--- src/rtl/ram1p1rwbe_arb_pkg.sv ---
// Purpose: shared types and constants for the two-requester RAM arbiter.
// Latency: n/a (types only).
// Backpressure: n/a.
package ram1p1rwbe_arb_pkg;

    typedef enum logic {
        ST_INIT = 1'b0,
        ST_RUN  = 1'b1
    } arb_state_t;

    localparam int NREQ = 2;

    // One-hot grant vector for a requester index.
    function automatic logic [NREQ-1:0] idx_to_onehot(input logic idx);
        return idx ? 2'b10 : 2'b01;
    endfunction

endpackage

--- src/rtl/ram1p1rwbe_arb_rr_arb2.sv ---
// Purpose: two-way round-robin arbiter with a registered tie-break pointer.
// Latency: grant is combinational from req; pointer updates on the granting edge.
// Backpressure: no grant while en is low; losers must hold their request.
module rr_arb2
    import ram1p1rwbe_arb_pkg::*;
(
    input  logic            clk,
    input  logic            reset,
    input  logic [NREQ-1:0] req,
    input  logic            en,
    output logic [NREQ-1:0] gnt,
    output logic            ptr
);

    logic ptr_q;
    logic ptr_d;

    // Pick the sole requester, or the pointed-at one on contention; point away from the winner.
    always_comb begin
        gnt   = '0;
        ptr_d = ptr_q;
        if (en) begin
            case (req)
                2'b01:   gnt = 2'b01;
                2'b10:   gnt = 2'b10;
                2'b11:   gnt = idx_to_onehot(ptr_q);
                default: gnt = '0;
            endcase
            if (gnt != '0) begin
                ptr_d = ~gnt[1];
            end
        end
    end

    // Pointer register; starts by favouring requester 0.
    always_ff @(posedge clk) begin
        if (reset) begin
            ptr_q <= 1'b0;
        end else begin
            ptr_q <= ptr_d;
        end
    end

    assign ptr = ptr_q;

endmodule

--- src/rtl/ram1p1rwbe_arb.sv ---
// Purpose: shares one read-first byte-enabled single-port RAM between two requesters, with init sweep.
// Latency: RAM pins combinational from grant; read data valid one cycle after grant.
// Backpressure: req_ready only for the granted requester; none during INIT or the init_req cycle.
module ram1p1rwbe_arb
    import ram1p1rwbe_arb_pkg::*;
#(
    parameter int                  DEPTH         = 64,
    parameter int                  WIDTH         = 44,
    parameter bit                  INIT_ON_RESET = 1'b1,
    parameter logic [WIDTH-1:0]    INIT_VALUE    = '0
) (
    input  logic                                  clk,
    input  logic                                  reset,
    input  logic                                  init_req,
    output logic                                  busy,
    input  logic [NREQ-1:0]                       req_valid,
    output logic [NREQ-1:0]                       req_ready,
    input  logic [NREQ-1:0]                       req_we,
    input  logic [NREQ*$clog2(DEPTH)-1:0]         req_addr,
    input  logic [NREQ*WIDTH-1:0]                 req_wdata,
    input  logic [NREQ*((WIDTH-1)/8+1)-1:0]       req_bwe,
    output logic [NREQ-1:0]                       rsp_valid,
    output logic [WIDTH-1:0]                      rsp_rdata,
    output logic                                  ram_ce,
    output logic                                  ram_we,
    output logic [$clog2(DEPTH)-1:0]              ram_addr,
    output logic [WIDTH-1:0]                      ram_din,
    output logic [(WIDTH-1)/8+1-1:0]              ram_bwe,
    input  logic [WIDTH-1:0]                      ram_dout
);

    localparam int AW = $clog2(DEPTH);
    localparam int BW = (WIDTH - 1) / 8 + 1;
    localparam logic [AW-1:0] LAST_ADDR = AW'(DEPTH - 1);

    arb_state_t      state_q, state_d;
    logic [AW-1:0]   cnt_q, cnt_d;
    logic [NREQ-1:0] rsp_valid_q, rsp_valid_d;
    logic [NREQ-1:0] gnt;
    logic            arb_en;
    logic            rr_ptr;
    logic            sel;

    // Arbitration only happens in RUN and never in the cycle an init sweep is requested.
    assign arb_en = (state_q == ST_RUN) && !init_req;

    rr_arb2 u_rr_arb2 (
        .clk   (clk),
        .reset (reset),
        .req   (req_valid),
        .en    (arb_en),
        .gnt   (gnt),
        .ptr   (rr_ptr)
    );

    assign sel = gnt[1];

    // Next-state, sweep counter, read-response tracking and RAM pin drive.
    always_comb begin
        state_d     = state_q;
        cnt_d       = cnt_q;
        rsp_valid_d = '0;
        ram_ce      = 1'b0;
        ram_we      = 1'b0;
        ram_addr    = '0;
        ram_din     = '0;
        ram_bwe     = '0;
        case (state_q)
            ST_INIT: begin
                ram_ce   = 1'b1;
                ram_we   = 1'b1;
                ram_addr = cnt_q;
                ram_din  = INIT_VALUE;
                ram_bwe  = '1;
                if (cnt_q == LAST_ADDR) begin
                    state_d = ST_RUN;
                    cnt_d   = '0;
                end else begin
                    cnt_d = cnt_q + AW'(1);
                end
            end
            ST_RUN: begin
                if (init_req) begin
                    state_d = ST_INIT;
                    cnt_d   = '0;
                end else if (gnt != '0) begin
                    ram_ce   = 1'b1;
                    ram_we   = req_we[sel];
                    ram_addr = sel ? req_addr[2*AW-1:AW]       : req_addr[AW-1:0];
                    ram_din  = sel ? req_wdata[2*WIDTH-1:WIDTH] : req_wdata[WIDTH-1:0];
                    ram_bwe  = sel ? req_bwe[2*BW-1:BW]         : req_bwe[BW-1:0];
                    // Only reads return data, to the requester that issued them.
                    rsp_valid_d = req_we[sel] ? '0 : gnt;
                end
            end
            default: begin
                state_d = ST_RUN;
            end
        endcase
    end

    // State, counter and response-valid registers.
    always_ff @(posedge clk) begin
        if (reset) begin
            state_q     <= INIT_ON_RESET ? ST_INIT : ST_RUN;
            cnt_q       <= '0;
            rsp_valid_q <= '0;
        end else begin
            state_q     <= state_d;
            cnt_q       <= cnt_d;
            rsp_valid_q <= rsp_valid_d;
        end
    end

    assign busy      = (state_q == ST_INIT);
    assign req_ready = gnt;
    assign rsp_valid = rsp_valid_q;
    assign rsp_rdata = ram_dout;

    // After any grant the pointer must name the other requester.
    property p_ptr_follows_grant;
        @(posedge clk) disable iff (reset) (gnt != '0) |=> (rr_ptr == $past(gnt[0]));
    endproperty
    a_ptr_follows_grant: assert property (p_ptr_follows_grant);

endmodule

--- config.mk ---
export PLATFORM = sky130hd
export DESIGN_NAME = ram1p1rwbe_arb
export DESIGN_NICKNAME = d
export VERILOG_FILES = /design/src/rtl/ram1p1rwbe_arb_pkg.sv /design/src/rtl/ram1p1rwbe_arb_rr_arb2.sv /design/src/rtl/ram1p1rwbe_arb.sv
export SDC_FILE = /design/constraint.sdc
export NUM_CORES = 1
export LEC_CHECK = 0
export CORE_AREA = 2 2 105 107
export DETAILED_ROUTE_END_ITERATION = 8
export DIE_AREA = 0 0 107 109
export GPL_TIMING_DRIVEN = 0
export PLACE_DENSITY = 0.75
export SLEW_MARGIN = 5
export SYNTH_ARGS = -nofsm -noshare
export SYNTH_HDL_FRONTEND = slang
export SYNTH_SLANG_ARGS = --single-unit
export TNS_END_PERCENT = 5
--- constraint.sdc ---
create_clock -name clk -period 5.1 [get_ports clk]
set_clock_uncertainty 0.05 [all_clocks]
set_input_delay 1.275 -clock clk [delete_from_list [all_inputs] [get_ports clk]]
set_output_delay 1.275 -clock clk [all_outputs]
set_load 0.02 [all_outputs]
==> impl_metrics.ini <==
[sta]
setup_viol = 0
finalMaxSlewViolations = 0
hold_viol = 0
slew_headroom_pct = 70.3
finalCritPeriodShare_pct = 97.2
setup_slack_ns = 0.144
min_period_ns = 4.96
rsz0062_at_grt = true
worstMarginPinSlew_ns = 0.445
max_freq_mhz = 202

[synthesis]
synthesis.nets = 469
syn_inst = 305
synth_cell_types = 33
avgSynthCellArea_um2 = 6.42
synth_area_leader_cell = buf_4
ys.warnings.count = 0
ys_ff_latch = 10
syn_area_um2 = 1960
synth_top_area_share_pct = 19.6
ys_seq_area_share_pct = 10.2
synth.area.top_cells = buf_4 20%, a21oi_1 13%, o21ai_0 13%, nand3_1 13%, dfxtp_1 10%

[clocking]
clk_latency_ns = 0.24
ctsHoldBuffers = 0
numCtsBuffers = 3
clockBufferDepth = 2
cts-htree-levels = 1
root_buffer = clkbuf_8
cts_sinks = 10
path_clk_slew_ns = 0.05
cts_tree = yes

[finish]
area_growth_pct = 127
final_util_pct = 41.9
nets = 701
antennaDiodeCount = 0
fin_area_um2 = 4440
layout-drive-gt1-share_pct = 14.2
fillers = 1070
multiInputGateArea_um2 = 1250
regArea_um2 = 200

[run]
drv_cap = 0

[floorplan]
dieHeight_um = 109
dieArea_um2 = 11700
start_util_pct = 18.5
dieWidth_um = 107
placementRows = 38
fp.coreArea_um2 = 10600
io_pins = 270

[status]
status = completed

[grt]
antenna_found_initial = 0
grt_pass1_wl_um = 15700
grt_use_total_pct = 16.6
globalRouteOverflowTotal = 0
grt_pass1_vias = 3095
grt_max_degree = 11

[critical_path]
worstPathRequired_ns = 3.77
critPathCaptureType = output port
start_kind = input pin
setup.worst_path.class = in2out
cp.arrival_ns = 3.63
path_max_fanout = 10
r2r_setup_slack_ns = 3.67

[hold_path]
hold_class = reg2reg

[power]
powerDensity_nw_per_um2 = 87.3
power_leakage_uw = 0.00166
vdd_drop_max_mv = 0.0818

[route]
viasPerCell = 4.73
dr.first_iter.drc_count = 176
dr.pass1.iters = 4
drt_wl_total_um = 10800
vias = 3196
post_drt_wl_per_cell_um = 15.9
drcViolationCount = 0
ant_nets = 0

[placed_design]
place_congestion = 0.820
dp_hpwl_um = 8630
pre_cts_ws_ns = 0.0845
place_area_um2 = 4390
port_buffers = 225
==> cell usage in the layout, fill, tap and decap left out, drive strengths merged, types with 2 or more instances in the layout <==
master,n
clkdlybuf4s50,225
buf,66
o21ai,51
a21oi,50
nand3,49
and3,14
clkbuf,13
a311o,12
dfxtp,10
nand2,9
nor2b,7
nor2,6
or3,3
nand3b,2
inv,2
a31oi,2
and2b,2
nand2b,2
==> kinds of logic after synthesis <==
logic type	after synthesis	share of synthesized area (%)
compound gates	120	35.8
fa+ha+maj	1	0.639
simple gates	97	27.3
buf+inv	77	26.0
flops	10	10.2
==> path summary, 6_finish.rpt <==
| check | from | endpoint | cells after the start |
|---|---|---|---|
| worst min register to register | cnt_q[4]$_SDFFE_PP0P_ | cnt_q[4]$_SDFFE_PP0P_ | 2 |
| worst max register to register | cnt_q[0]$_SDFFE_PP0P_ | cnt_q[4]$_SDFFE_PP0P_ | 4 |
| worst min-delay path | cnt_q[4]$_SDFFE_PP0P_ | cnt_q[4]$_SDFFE_PP0P_ | 2 |
| worst max-delay path | req_valid[0] | ram_din[7] | 6 |
==> flip-flops by register name (all words and copies together), names as in the netlist <==
signal	flops
cnt_q	6
state_q	1
rsp_valid	2
u_rr_arb2.ptr	1
==> synth_stat cells (all sizes together) <==
library cell  count
a211oi            1
a21oi            50
a311o            12
a31oi             2
and2b             2
and3             14
and3b             1
buf              64
clkbuf           10
clkinv            1
dfxtp            10
ha                1
inv               2
nand2             9
nand2b            2
nand3            49
nand3b            2
nor2              6
nor2b             7
nor4              1
o2111a            1
o211ai            1
o21ai            51
o311ai            1
o31a              1
or3               3
or4bb             1
==> power breakdown <==
part / leakage, uW / internal, uW / switching (uW)
logic: 0.00156 / 145 / 76.8
registers: 0.0000812 / 80.4 / 2.93
clock network: 0.0000216 / 51.7 / 31.5
==> what timing repair did <==
| item | in CTS | in global routing |
|---|---|---|
| buffers inserted | 0 | 2 |
| gates resized for setup | 0 | 2 |
| endpoints found under the setup margin | 0 | 14 |
==> critical path, stage by stage <==
cell	delay, ns
clkdlybuf4s50_1	0.62
and2b_2	0.34
clkbuf_1	0.33
o21ai_0	0.14
a21oi_1	0.27
clkdlybuf4s50_1	0.65
==> through the flow <==
| step | setup TNS [ns] | power, uW | std cells | hold slack [ns] |
|---|---|---|---|---|
| floorplan | 0 | 165 | 305 | 0.417 |
| global placement | 0 | 302 | 670 | 0.448 |
| detailed placement | 0 | 305 | 670 | 0.460 |
| CTS | 0 | 390 | 673 | 0.467 |
| global route | -0.0110 | 409 | 675 | 0.496 |
| finish | 0 | 388 | 675 | 0.469 |
==> cell type report <==
| type | instances | share of cell area [%] |
|---|---|---|
| timing repair buffer | 227 | 51.0 |
| tap | 140 | 3.94 |
| buffer | 74 | 11.2 |
| sequential | 10 | 4.51 |
| multi-input combinational | 218 | 28.1 |
| inverter | 3 | 0.253 |
| clock buffer | 3 | 0.929 |
==> routing by layer <==
layer,global-route usage (%),vias to the layer above,routed length (um)
li1,-,1530,-
met1,20.1,1493,4370
met2,31.0,162,5470
met3,2.63,11,797
met4,3.62,0,121
met5,0,-,0
Note: power is estimated with default switching activity, not from simulation.
